==> src/rtl/fifo_dram_param_if.sv <==
// Handshake/data bundle between a producer (master) and one fifo_dram_param
// instance (slave).
interface fifo_dram_param_if #(
  parameter int unsigned WIDTH = 8,
  parameter int unsigned DEPTH = 8
);
  localparam int unsigned AW = $clog2(DEPTH);

  logic [WIDTH-1:0] datain;
  logic             wr_en;
  logic             rd_en;
  logic [WIDTH-1:0] dataout;
  logic             full_flag;
  logic             empty_flag;
  logic             almost_full;
  logic             almost_empty;
  logic [AW:0]      count;
  logic             overflow;
  logic             underflow;

  modport master (
    output datain, wr_en, rd_en,
    input  dataout, full_flag, empty_flag, almost_full, almost_empty,
           count, overflow, underflow
  );

  modport slave (
    input  datain, wr_en, rd_en,
    output dataout, full_flag, empty_flag, almost_full, almost_empty,
           count, overflow, underflow
  );
endinterface

==> src/rtl/fifo_dram_param.sv <==
// Parametrised synchronous FIFO with exact occupancy count, threshold flags,
// sticky error flags and selectable standard / first-word-fall-through reads.
module fifo_dram_param #(
  parameter int unsigned WIDTH     = 8,
  parameter int unsigned DEPTH     = 8,
  parameter int unsigned FWFT      = 0,
  parameter int unsigned AFULL_TH  = DEPTH - 1,
  parameter int unsigned AEMPTY_TH = 1
) (
  input  logic               clk,
  input  logic               rst,
  fifo_dram_param_if.slave   bus
);
  localparam int unsigned AW = $clog2(DEPTH);
  localparam int unsigned CW = AW + 1;

  logic [WIDTH-1:0] mem_q [DEPTH];

  logic [AW-1:0]    wr_ptr_q, wr_ptr_d;
  logic [AW-1:0]    rd_ptr_q, rd_ptr_d;
  logic [CW-1:0]    count_q, count_d;
  logic [WIDTH-1:0] dataout_q, dataout_d;
  logic             full_q, full_d;
  logic             empty_q, empty_d;
  logic             afull_q, afull_d;
  logic             aempty_q, aempty_d;
  logic             overflow_q, overflow_d;
  logic             underflow_q, underflow_d;

  logic             wr_acc;
  logic             rd_acc;

  // Next-state: pointers, occupancy, flags decoded from the next count, read data.
  always_comb begin
    wr_acc      = bus.wr_en && !full_q;
    rd_acc      = bus.rd_en && !empty_q;

    wr_ptr_d    = wr_ptr_q;
    rd_ptr_d    = rd_ptr_q;
    count_d     = count_q;
    dataout_d   = dataout_q;
    overflow_d  = overflow_q  || (bus.wr_en && full_q);
    underflow_d = underflow_q || (bus.rd_en && empty_q);

    if (wr_acc) wr_ptr_d = wr_ptr_q + AW'(1);
    if (rd_acc) rd_ptr_d = rd_ptr_q + AW'(1);

    if (wr_acc && !rd_acc)      count_d = count_q + CW'(1);
    else if (rd_acc && !wr_acc) count_d = count_q - CW'(1);

    full_d   = (count_d == CW'(DEPTH));
    empty_d  = (count_d == '0);
    afull_d  = (32'(count_d) >= AFULL_TH);
    aempty_d = (32'(count_d) <= AEMPTY_TH);

    // FWFT keeps the next head word registered; a word written this cycle
    // that becomes the head is taken straight from datain.
    if (FWFT != 0) begin
      if (count_d == '0)
        dataout_d = '0;
      else if (wr_acc && (rd_ptr_d == wr_ptr_q))
        dataout_d = bus.datain;
      else
        dataout_d = mem_q[rd_ptr_d];
    end else if (rd_acc) begin
      dataout_d = mem_q[rd_ptr_q];
    end
  end

  always_ff @(posedge clk) begin
    if (rst) begin
      wr_ptr_q    <= '0;
      rd_ptr_q    <= '0;
      count_q     <= '0;
      dataout_q   <= '0;
      full_q      <= 1'b0;
      empty_q     <= 1'b1;
      afull_q     <= (AFULL_TH == 0);
      aempty_q    <= 1'b1;
      overflow_q  <= 1'b0;
      underflow_q <= 1'b0;
    end else begin
      wr_ptr_q    <= wr_ptr_d;
      rd_ptr_q    <= rd_ptr_d;
      count_q     <= count_d;
      dataout_q   <= dataout_d;
      full_q      <= full_d;
      empty_q     <= empty_d;
      afull_q     <= afull_d;
      aempty_q    <= aempty_d;
      overflow_q  <= overflow_d;
      underflow_q <= underflow_d;
    end
  end

  // Storage is deliberately not cleared by reset.
  always_ff @(posedge clk) begin
    if (wr_acc && !rst) mem_q[wr_ptr_q] <= bus.datain;
  end

  assign bus.dataout      = dataout_q;
  assign bus.count        = count_q;
  assign bus.full_flag    = full_q;
  assign bus.empty_flag   = empty_q;
  assign bus.almost_full  = afull_q;
  assign bus.almost_empty = aempty_q;
  assign bus.overflow     = overflow_q;
  assign bus.underflow    = underflow_q;
endmodule

==> src/flat_wrapper.sv <==
// flat-port wrapper written by rule: the top's interface ports become plain ports
module fifo_dram_param_flat 
#(
  parameter int unsigned WIDTH     = 8,
  parameter int unsigned DEPTH     = 8,
  parameter int unsigned FWFT      = 0,
  parameter int unsigned AFULL_TH  = DEPTH - 1,
  parameter int unsigned AEMPTY_TH = 1
)
  (clk, rst, bus_datain, bus_wr_en, bus_rd_en, bus_dataout, bus_full_flag, bus_empty_flag, bus_almost_full, bus_almost_empty, bus_count, bus_overflow, bus_underflow);
  fifo_dram_param_if #(.WIDTH(WIDTH), .DEPTH(DEPTH)) bus_i ();
  input  logic clk;
  input  logic rst;
  input wire logic [$bits(bus_i.datain)-1:0] bus_datain;
  input wire logic [$bits(bus_i.wr_en)-1:0] bus_wr_en;
  input wire logic [$bits(bus_i.rd_en)-1:0] bus_rd_en;
  output wire logic [$bits(bus_i.dataout)-1:0] bus_dataout;
  output wire logic [$bits(bus_i.full_flag)-1:0] bus_full_flag;
  output wire logic [$bits(bus_i.empty_flag)-1:0] bus_empty_flag;
  output wire logic [$bits(bus_i.almost_full)-1:0] bus_almost_full;
  output wire logic [$bits(bus_i.almost_empty)-1:0] bus_almost_empty;
  output wire logic [$bits(bus_i.count)-1:0] bus_count;
  output wire logic [$bits(bus_i.overflow)-1:0] bus_overflow;
  output wire logic [$bits(bus_i.underflow)-1:0] bus_underflow;
  assign bus_i.datain = bus_datain;
  assign bus_i.wr_en = bus_wr_en;
  assign bus_i.rd_en = bus_rd_en;
  assign bus_dataout = bus_i.dataout;
  assign bus_full_flag = bus_i.full_flag;
  assign bus_empty_flag = bus_i.empty_flag;
  assign bus_almost_full = bus_i.almost_full;
  assign bus_almost_empty = bus_i.almost_empty;
  assign bus_count = bus_i.count;
  assign bus_overflow = bus_i.overflow;
  assign bus_underflow = bus_i.underflow;
  fifo_dram_param #(.WIDTH(WIDTH), .DEPTH(DEPTH), .FWFT(FWFT), .AFULL_TH(AFULL_TH), .AEMPTY_TH(AEMPTY_TH)) u_core (.clk(clk), .rst(rst), .bus(bus_i));
endmodule
==> config.mk <==
export PLATFORM = sky130hd
export DESIGN_NAME = fifo_dram_param_flat
export DESIGN_NICKNAME = d
export VERILOG_FILES = /design/src/rtl/fifo_dram_param_if.sv /design/src/rtl/fifo_dram_param.sv /design/src/flat_wrapper.sv
export SDC_FILE = /design/constraint.sdc
export NUM_CORES = 1
export LEC_CHECK = 0
export BUFFER_PORTS_ARGS = -buffer_cell sky130_fd_sc_hd__buf_4
export CORE_MARGIN = 2
export CORE_UTILIZATION = 55
export DETAILED_ROUTE_END_ITERATION = 7
export PLACE_DENSITY = 0.79
export RECOVER_POWER = 100
export SLEW_MARGIN = 20
export SYNTH_ARGS = -nofsm -noshare
export SYNTH_HDL_FRONTEND = slang
export SYNTH_SLANG_ARGS = --single-unit
==> constraint.sdc <==
create_clock -name clk -period 3 [get_ports clk]
set_clock_uncertainty 0.1 [all_clocks]
set_input_delay 0 -clock clk [delete_from_list [all_inputs] [get_ports clk]]
set_output_delay 0 -clock clk [all_outputs]
set_load 0.01 [all_outputs]
==> run_results.csv, run 1 <==
group,metric,value,unit
routing,vias,1885,
clocking,tritoncts,"done",
clocking,clock_latency,0.36,ns
status,status,"complete, no violations",
layout,drive_gt1_frac,0.166,
synth,async_flop_share,0,
timing,fmax,441,MHz
timing,holdWs,0.403,ns
setup_path,cp_max_fo,27,
timing,setup_violations,0,
power,ir_worst_vdd,0.424,mV
synth,ys_top_cells_by_area,"edfxtp_1, dfxtp_1, mux4_2, nor2_1, mux2i_1",
clocking,clockRootBuffer,"clkbuf_8",
synth,synth.most_common_cell,"edfxtp_1",
floorplanning,core,6280,µm²
setup_path,slowest_delay,0.81,ns
setup_path,cpMaxStageDelayCell,"nor4b_2",
clocking,clockBufferDepth,2,
synth,ys_ff_latch,88,
routing,totalWireLength,5.94,mm
floorplanning,std_cell_rows,29,
setup_path,rr_startpoint,"u_core.bus.empty_flag",
timing,fin_tns_setup,0,ns
routing,drc,0,
hold_path,hp-class,"flop to flop",
routing,ant_nets,0,
timing,hold_violations,0,
setup_path,end_kind,"flop",
synth,yosysTopAreaCellShare,0.545,
power,powerDensity,743,nW/µm²
layout,fillers,473,
setup_path,cp.required,2.89,ns
setup_path,arrival,2.15,ns
timing,slew_viol_final,0,
clocking,cts.reportedPaths.clkPinSlew,0.10,ns
timing,period_needed,2.27,ns
grt,grt_max_degree,28,
placed_design,dp_hpwl,3.85,mm
power,power_leakage,1.34,nW
hold_path,min_path_cells,2,
floorplanning,boundaryPins,30,
timing,worst_slew_pin_slew,1.20,ns
layout,regArea,2400,µm²
grt,antenna_found_initial,0,
clocking,postCtsHoldBufs,13,
synth,yosys-top-cells-count,"edfxtp_1, dfxtp_1, nor2_1, mux4_2",
setup_path,cp_num_buf_inv,2,
timing,slew_headroom,0.201,
floorplanning,die_w,84.1,µm
hold_path,min-delay-start,"u_core.bus.dataout[6]",
placed_design,place_congestion,0.769,
placed_design,io_buffers,29,
layout,diodes,0,
setup_path,crit_path_cell_trace,"dlygate4sd3_1, clkbuf_1, nor2_1, nor4b_2",
floorplanning,die_h,84.1,µm
floorplanning,dieArea,7070,µm²
synth,synth_cells,213,
setup_path,crit_family,"simple AND/OR/NAND/NOR gates",
clocking,h-tree-depth,3,
setup_path,crit_type,"input pin to flop",
synth,synth_area,3530,µm²
grt,grt_pass1_vias,1854,
synth,postSynthAreaPerCell,16.6,µm²
synth,seq_area_frac_synth,0.681,
setup_path,rr_worst_depth,6,
clocking,post_cts_buffers,0,
synth,synth_largest_area_cell,"edfxtp_1",
setup_path,r2r_end,"u_core.bus.empty_flag",
layout,area_delta_synth_final,13.9,%
setup_path,critPathLaunchType,"input pin",
clocking,cts-resized-gates,0,
routing,vias_per_cell,5.51,
run,cap_violations,0,
routing,wl_per_cell,17.4,µm
synth,synth_edf_count,64,
clocking,clkSinkCount,88,
hold_path,hold_path_end,"u_core.bus.dataout[6]",
synth,ys.flop_type,"edfxtp_1",
setup_path,r2r_setup_slack,0.81,ns
grt,grt_usage,0.182,
floorplanning,start_util,0.562,
layout,multi_input_comb_area,1020,µm²
timing,rsz0062_at_grt,"false",
synth,synth_cell_types,42,
routing,drt-initial-drc-count,138,
routing,first_pass_iters,5,
timing,period_share,0.756,
clocking,numCtsBuffers,9,
layout,nets,276,
grt,grt_pass1_wl,9.53,mm
grt,grt_overflow,0,
synth,syn-num-nets,229,
synth,yosys_warnings,0,
## kinds of logic (layout without fill, tap and decap cells)
group                    Yosys count  count (layout)  share of synthesized area
adder cells (fa/ha/maj)            4               4                     0.0142
XOR/XNOR                           7               7                     0.0195
flip-flops                        88              88                      0.681
AO/OA/AOI/OAI                     22              22                     0.0525
AND/OR/NAND/NOR                   51              51                     0.0770
buffers and inverters             16              68                     0.0248
multiplexers                      25              25                      0.131
## worst register-to-register path: stages (launching register included)
cell,delay [ns]
dfxtp_1,0.34
and2b_1,0.19
clkbuf_1,0.69
xnor2_1,0.22
xnor2_1,0.19
or2_0,0.23
o2111a_1,0.14
## routing by layer
metal	vias up	track usage	wire length (µm)
met5	-	0	0
met4	0	0.0821	115
met3	11	0.0445	232
met2	45	0.281	2810
met1	925	0.249	2780
li1	904	-	-
## metrics by stage
step / cell area (µm²) / power, mW / instances / util / setup slack (ns)
6_report: 4020 / 2.99 / 342 / 0.640 / 0.733
4_1_cts: 4160 / 3.08 / 342 / 0.662 / 1.05
5_1_grt: 4020 / 3.13 / 342 / 0.640 / 0.540
3_3_place_gp: 3820 / 2.20 / 313 / 0.608 / 1.11
2_1_floorplan: 3530 / 2.01 / 213 / - / 0.940
3_5_place_dp: 3820 / 2.23 / 313 / 0.608 / 1.05
## flip-flops by register name, indices dropped and copies added, names as in the netlist
| name | cells |
|---|---|
| u_core.bus.almost_empty | 1 |
| u_core.bus.almost_full | 1 |
| u_core.bus.count | 4 |
| u_core.bus.dataout | 8 |
| u_core.bus.empty_flag | 1 |
| u_core.bus.full_flag | 1 |
| u_core.bus.overflow | 1 |
| u_core.bus.underflow | 1 |
| u_core.mem_q | 64 |
| u_core.rd_ptr_q | 3 |
| u_core.wr_ptr_q | 3 |
## worst max-delay path by stage
stage	from	to	cells after the start
finish	rst	u_core.mem_q[0][0]	4
global route	u_core.bus.empty_flag	u_core.bus.empty_flag	6
CTS	u_core.bus.full_flag	u_core.mem_q[5][6]	3
detailed placement	u_core.bus.full_flag	u_core.mem_q[5][2]	3
global placement	u_core.bus.full_flag	u_core.mem_q[6][2]	3
floorplan	u_core.bus.full_flag	u_core.mem_q[4][0]	4
## cells in the final DEF (no fill, tap or decap), types with 4 or more instances in the layout
| cell type | synthesis | layout |
|---|---|---|
| mux4_2 | 16 | 16 |
| a211oi_1 | 9 | 9 |
| xnor2_1 | 4 | 4 |
| inv_1 | 4 | 4 |
| dlygate4sd3_1 | 0 | 13 |
| dfxtp_1 | 24 | 24 |
| clkbuf_1 | 4 | 31 |
| mux2i_1 | 8 | 9 |
| nor2_1 | 23 | 23 |
| clkbuf_8 | 0 | 9 |
| edfxtp_1 | 64 | 64 |
| a21oi_1 | 4 | 4 |
| ha_1 | 4 | 4 |
| nand2_1 | 9 | 9 |
## where the power goes
group | switching [mW] | internal, mW
combinational | 0.341 | 0.306
clock | 0.453 | 0.401
sequential | 0.0840 | 1.40
total | 0.878 | 2.11
## final cells by class
type	instances	share of cell area
sequential	88	0.598
multi-input combinational	109	0.255
timing repair buffer	47	0.0669
clock buffer	9	0.0308
tap	77	0.0240
clock inverter	7	0.0209
inverter	5	0.00467
(Power assumes the default switching activity.)
==> inputs of run 2 (changes only) <==
Settings changed: ABC_AREA set to 1, CORE_UTILIZATION 55 to 53, PLACE_DENSITY 0.79 to 0.8.
Clock period 3 ns to 2 ns, I/O delays scaled along.
==> run 2 against run 1 <==
Clock power is 19% higher. Global-route usage is 4.6 points higher. First-iteration DRC count grew to 2.6 times the previous value. Highest routed layer unchanged. Count of clock-buffer cells in the layout is 1 higher. Routed wire length is 33% higher. Worst setup slack worse by 0.54 ns. Final cell count is 42% higher. Synthesized area is 3.4% higher. Sequential share of layout area is 1.0 points lower.
==> run_results.csv, run 2 <==
group,metric,value,unit
grt,grt_usage,0.228,
hold_path,min-delay-start,"bus_rd_en",
synth,ys_top_cells_by_area,"edfxtp_1, dfxtp_1, nor2_1, nand2_1, o21ai_0",
timing,rsz0062_at_grt,"false",
synth,synth_area,3650,µm²
grt,grt_pass1_vias,2560,
routing,drt-initial-drc-count,361,
routing,drc,0,
floorplanning,core,6720,µm²
routing,vias_per_cell,5.55,
synth,yosysTopAreaCellShare,0.527,
floorplanning,dieArea,7570,µm²
routing,met2_length,3.76,mm
setup_path,slowest_delay,0.38,ns
timing,holdWs,0.349,ns
layout,final_cell_mix,"nor2_1, edfxtp_1, nand2_1, o21ai_0, clkbuf_1",
setup_path,cpMaxStageDelayCell,"clkbuf_1",
power,p_seq_frac,0.544,
synth,synthMuxAreaShare,0,
timing,fmax,554,MHz
floorplanning,boundaryPins,30,
layout,drive_gt1_frac,0.0739,
timing,period_share,0.903,
hold_path,hp-class,"input pin to flop",
synth,yosys_warnings,0,
timing,setup_violations,0,
setup_path,arrival,1.72,ns
synth,synth_cell_types,24,
setup_path,cp.required,1.91,ns
hold_path,hold_path_end,"u_core.bus.underflow",
power,internal_power,2.74,mW
layout,nets,418,
synth,synth.most_common_cell,"nor2_1",
layout,area_delta_synth_final,12.0,%
clocking,clockRootBuffer,"clkbuf_8",
timing,period_needed,1.81,ns
routing,wl_met3,487,µm
setup_path,end_kind,"flop",
synth,seq_area_frac_synth,0.658,
clocking,clock_latency,0.35,ns
routing,first_pass_iters,4,
clocking,numCtsBuffers,9,
setup_path,rr_worst_depth,4,
synth,synth_top_family_by_area,"simple AND/OR/NAND/NOR gates",
setup_path,crit_path_cell_trace,"nor2_4, nand3_1, nor2_1, clkbuf_1",
grt,grt_overflow,0,
synth,postSynthAreaPerCell,10.3,µm²
setup_path,critPathLaunchType,"flop",
grt,grt_max_degree,35,
grt,antenna_found_initial,0,
run,cap_violations,0,
timing,hold_violations,0,
clocking,clockBufferDepth,2,
floorplanning,die_h,87.0,µm
setup_path,r2r_setup_slack,0.19,ns
placed_design,place_congestion,0.851,
routing,ant_nets,0,
placed_design,dp_hpwl,5.25,mm
setup_path,crit_type,"flop to flop",
synth,yosys-top-cells-count,"nor2_1, edfxtp_1, nand2_1, o21ai_0, dfxtp_1",
routing,wl_met1,3.53,mm
grt,grt_pass1_wl,12.7,mm
synth,yosys.area_share.adder,0.0137,
timing,slew_headroom,0.520,
timing,fin_tns_setup,0,ns
layout,regMostFlops,"u_core.mem_q",
synth,synth_compound_area_frac,0.103,
layout,largest_reg_flops,64,
floorplanning,start_util,0.543,
setup_path,crit_family,"simple AND/OR/NAND/NOR gates",
synth,async_flop_share,0,
timing,slew_viol_final,0,
timing,worst_slew_pin_slew,0.720,ns
power,clockPowerShare,0.260,
status,status,"complete, no violations",
synth,ys_ff_latch,88,
synth,synth_largest_area_cell,"edfxtp_1",
power,switchingPower,1.19,mW
routing,top_layer,"met4",
routing,wl_per_cell,16.3,µm
power,netSwitchingFraction,0.303,
clocking,tritoncts,"done",
placed_design,io_buffers,29,
setup_path,rr_startpoint,"u_core.bus.full_flag",
power,power_leakage,1.54,nW
synth,synth_edf_count,64,
synth,synth-xor-area-share,0,
floorplanning,die_w,87.0,µm
clocking,clkSinkCount,88,
synth,yosys.area_share.simple,0.177,
synth,syn-num-nets,370,
floorplanning,std_cell_rows,30,
setup_path,cp_num_buf_inv,1,
routing,vias,2699,
hold_path,min_path_cells,4,
setup_path,cp_max_fo,7,
synth,ys.flop_type,"edfxtp_1",
clocking,cts.reportedPaths.clkPinSlew,0.08,ns
layout,diodes,0,
synth,synth_cells,354,
setup_path,r2r_end,"u_core.mem_q[5][4]",
power,ir_worst_vdd,0.443,mV
routing,totalWireLength,7.92,mm
power,powerDensity,962,nW/µm²
clocking,h-tree-depth,3,
layout,mostFrequentLayoutCell,"nor2_1",
power,combPwrFrac,0.196,
[run 2: cell count changes in the layout (fill, tap and decap cells not counted), sizes merged, moves of 8 or more]
cell and delta:
nor2 +49, nand2 +46, o21ai +43, nand3 +18, mux4 -16, a21oi +13
inv +13, a211oi -9, mux2i -9, o211ai +8
[run 2: tightest hold or removal path: stages]
cell and delay [ns]:
dlygate4sd3_1 0.53, buf_4 0.12, a21oi_1 0.05, nor2_1 0.07
[run 2: layer usage]
| metal | global-route usage | up-vias |
|---|---|---|
| li1 | - | 1306 |
| met1 | 0.312 | 1285 |
| met2 | 0.355 | 97 |
| met3 | 0.0493 | 11 |
| met4 | 0.0980 | 0 |
| met5 | 0 | - |
[run 2: worst max path at each step]
| stage | to | startpoint | depth (start not counted) |
|---|---|---|---|
| 3_3_place_gp | u_core.mem_q[6][7] | u_core.bus.full_flag | 4 |
| 4_1_cts | u_core.mem_q[6][0] | u_core.bus.full_flag | 4 |
| 3_5_place_dp | u_core.mem_q[6][7] | u_core.bus.full_flag | 4 |
| 5_1_grt | u_core.mem_q[5][4] | u_core.bus.full_flag | 4 |
| 2_1_floorplan | u_core.mem_q[0][0] | u_core.bus.full_flag | 3 |
| 6_report | u_core.mem_q[5][4] | u_core.bus.full_flag | 4 |
[run 2: kinds of logic (layout without fill, tap and decap cells)]
family / count (synthesis) / in the layout
and+or+nand+nor: 154 / 154
buffers and inverters: 37 / 89
DFF: 88 / 88
AOI/OAI and AO/OA: 71 / 71
adders and majority gates: 4 / 4
[run 2: through the flow]
| stage | cells | setup slack [ns] | total power, mW | util | instance area [µm²] |
|---|---|---|---|---|---|
| 2_1_floorplan | 354 | 0.217 | 2.73 | - | 3650 |
| 3_3_place_gp | 460 | 0.400 | 2.98 | 0.589 | 3960 |
| 3_5_place_dp | 460 | 0.368 | 3.00 | 0.589 | 3960 |
| 4_1_cts | 486 | 0.359 | 4.02 | 0.628 | 4220 |
| 5_1_grt | 486 | 0.138 | 4.14 | 0.608 | 4090 |
| 6_report | 486 | 0.193 | 3.93 | 0.608 | 4090 |
[run 2: final cells by class]
cell class	count	area, µm²
Inverter	23	86.3
Multi-Input combinational cell	229	1060
Fill cell	563	2630
Clock buffer	10	128
Tap cell	80	100
Clock inverter	5	25.0
Timing Repair Buffer	51	285
Sequential cell	88	2400
[run 2: what timing repair did]
action                    in CTS  in global routing
hold buffers                  11                  0
resized for setup              0                  0
hold endpoints to repair      73                  0
buffers inserted               0                  0
[run 2: power groups by stage]
stage / clock (mW) / combinational [mW] / sequential (mW)
6_report: 1.02 / 0.769 / 2.14
3_3_place_gp: 0 / 0.804 / 2.17
3_5_place_dp: 0 / 0.823 / 2.18
5_1_grt: 1.11 / 0.883 / 2.15
2_1_floorplan: 0 / 0.537 / 2.20
4_1_cts: 1.04 / 0.845 / 2.14
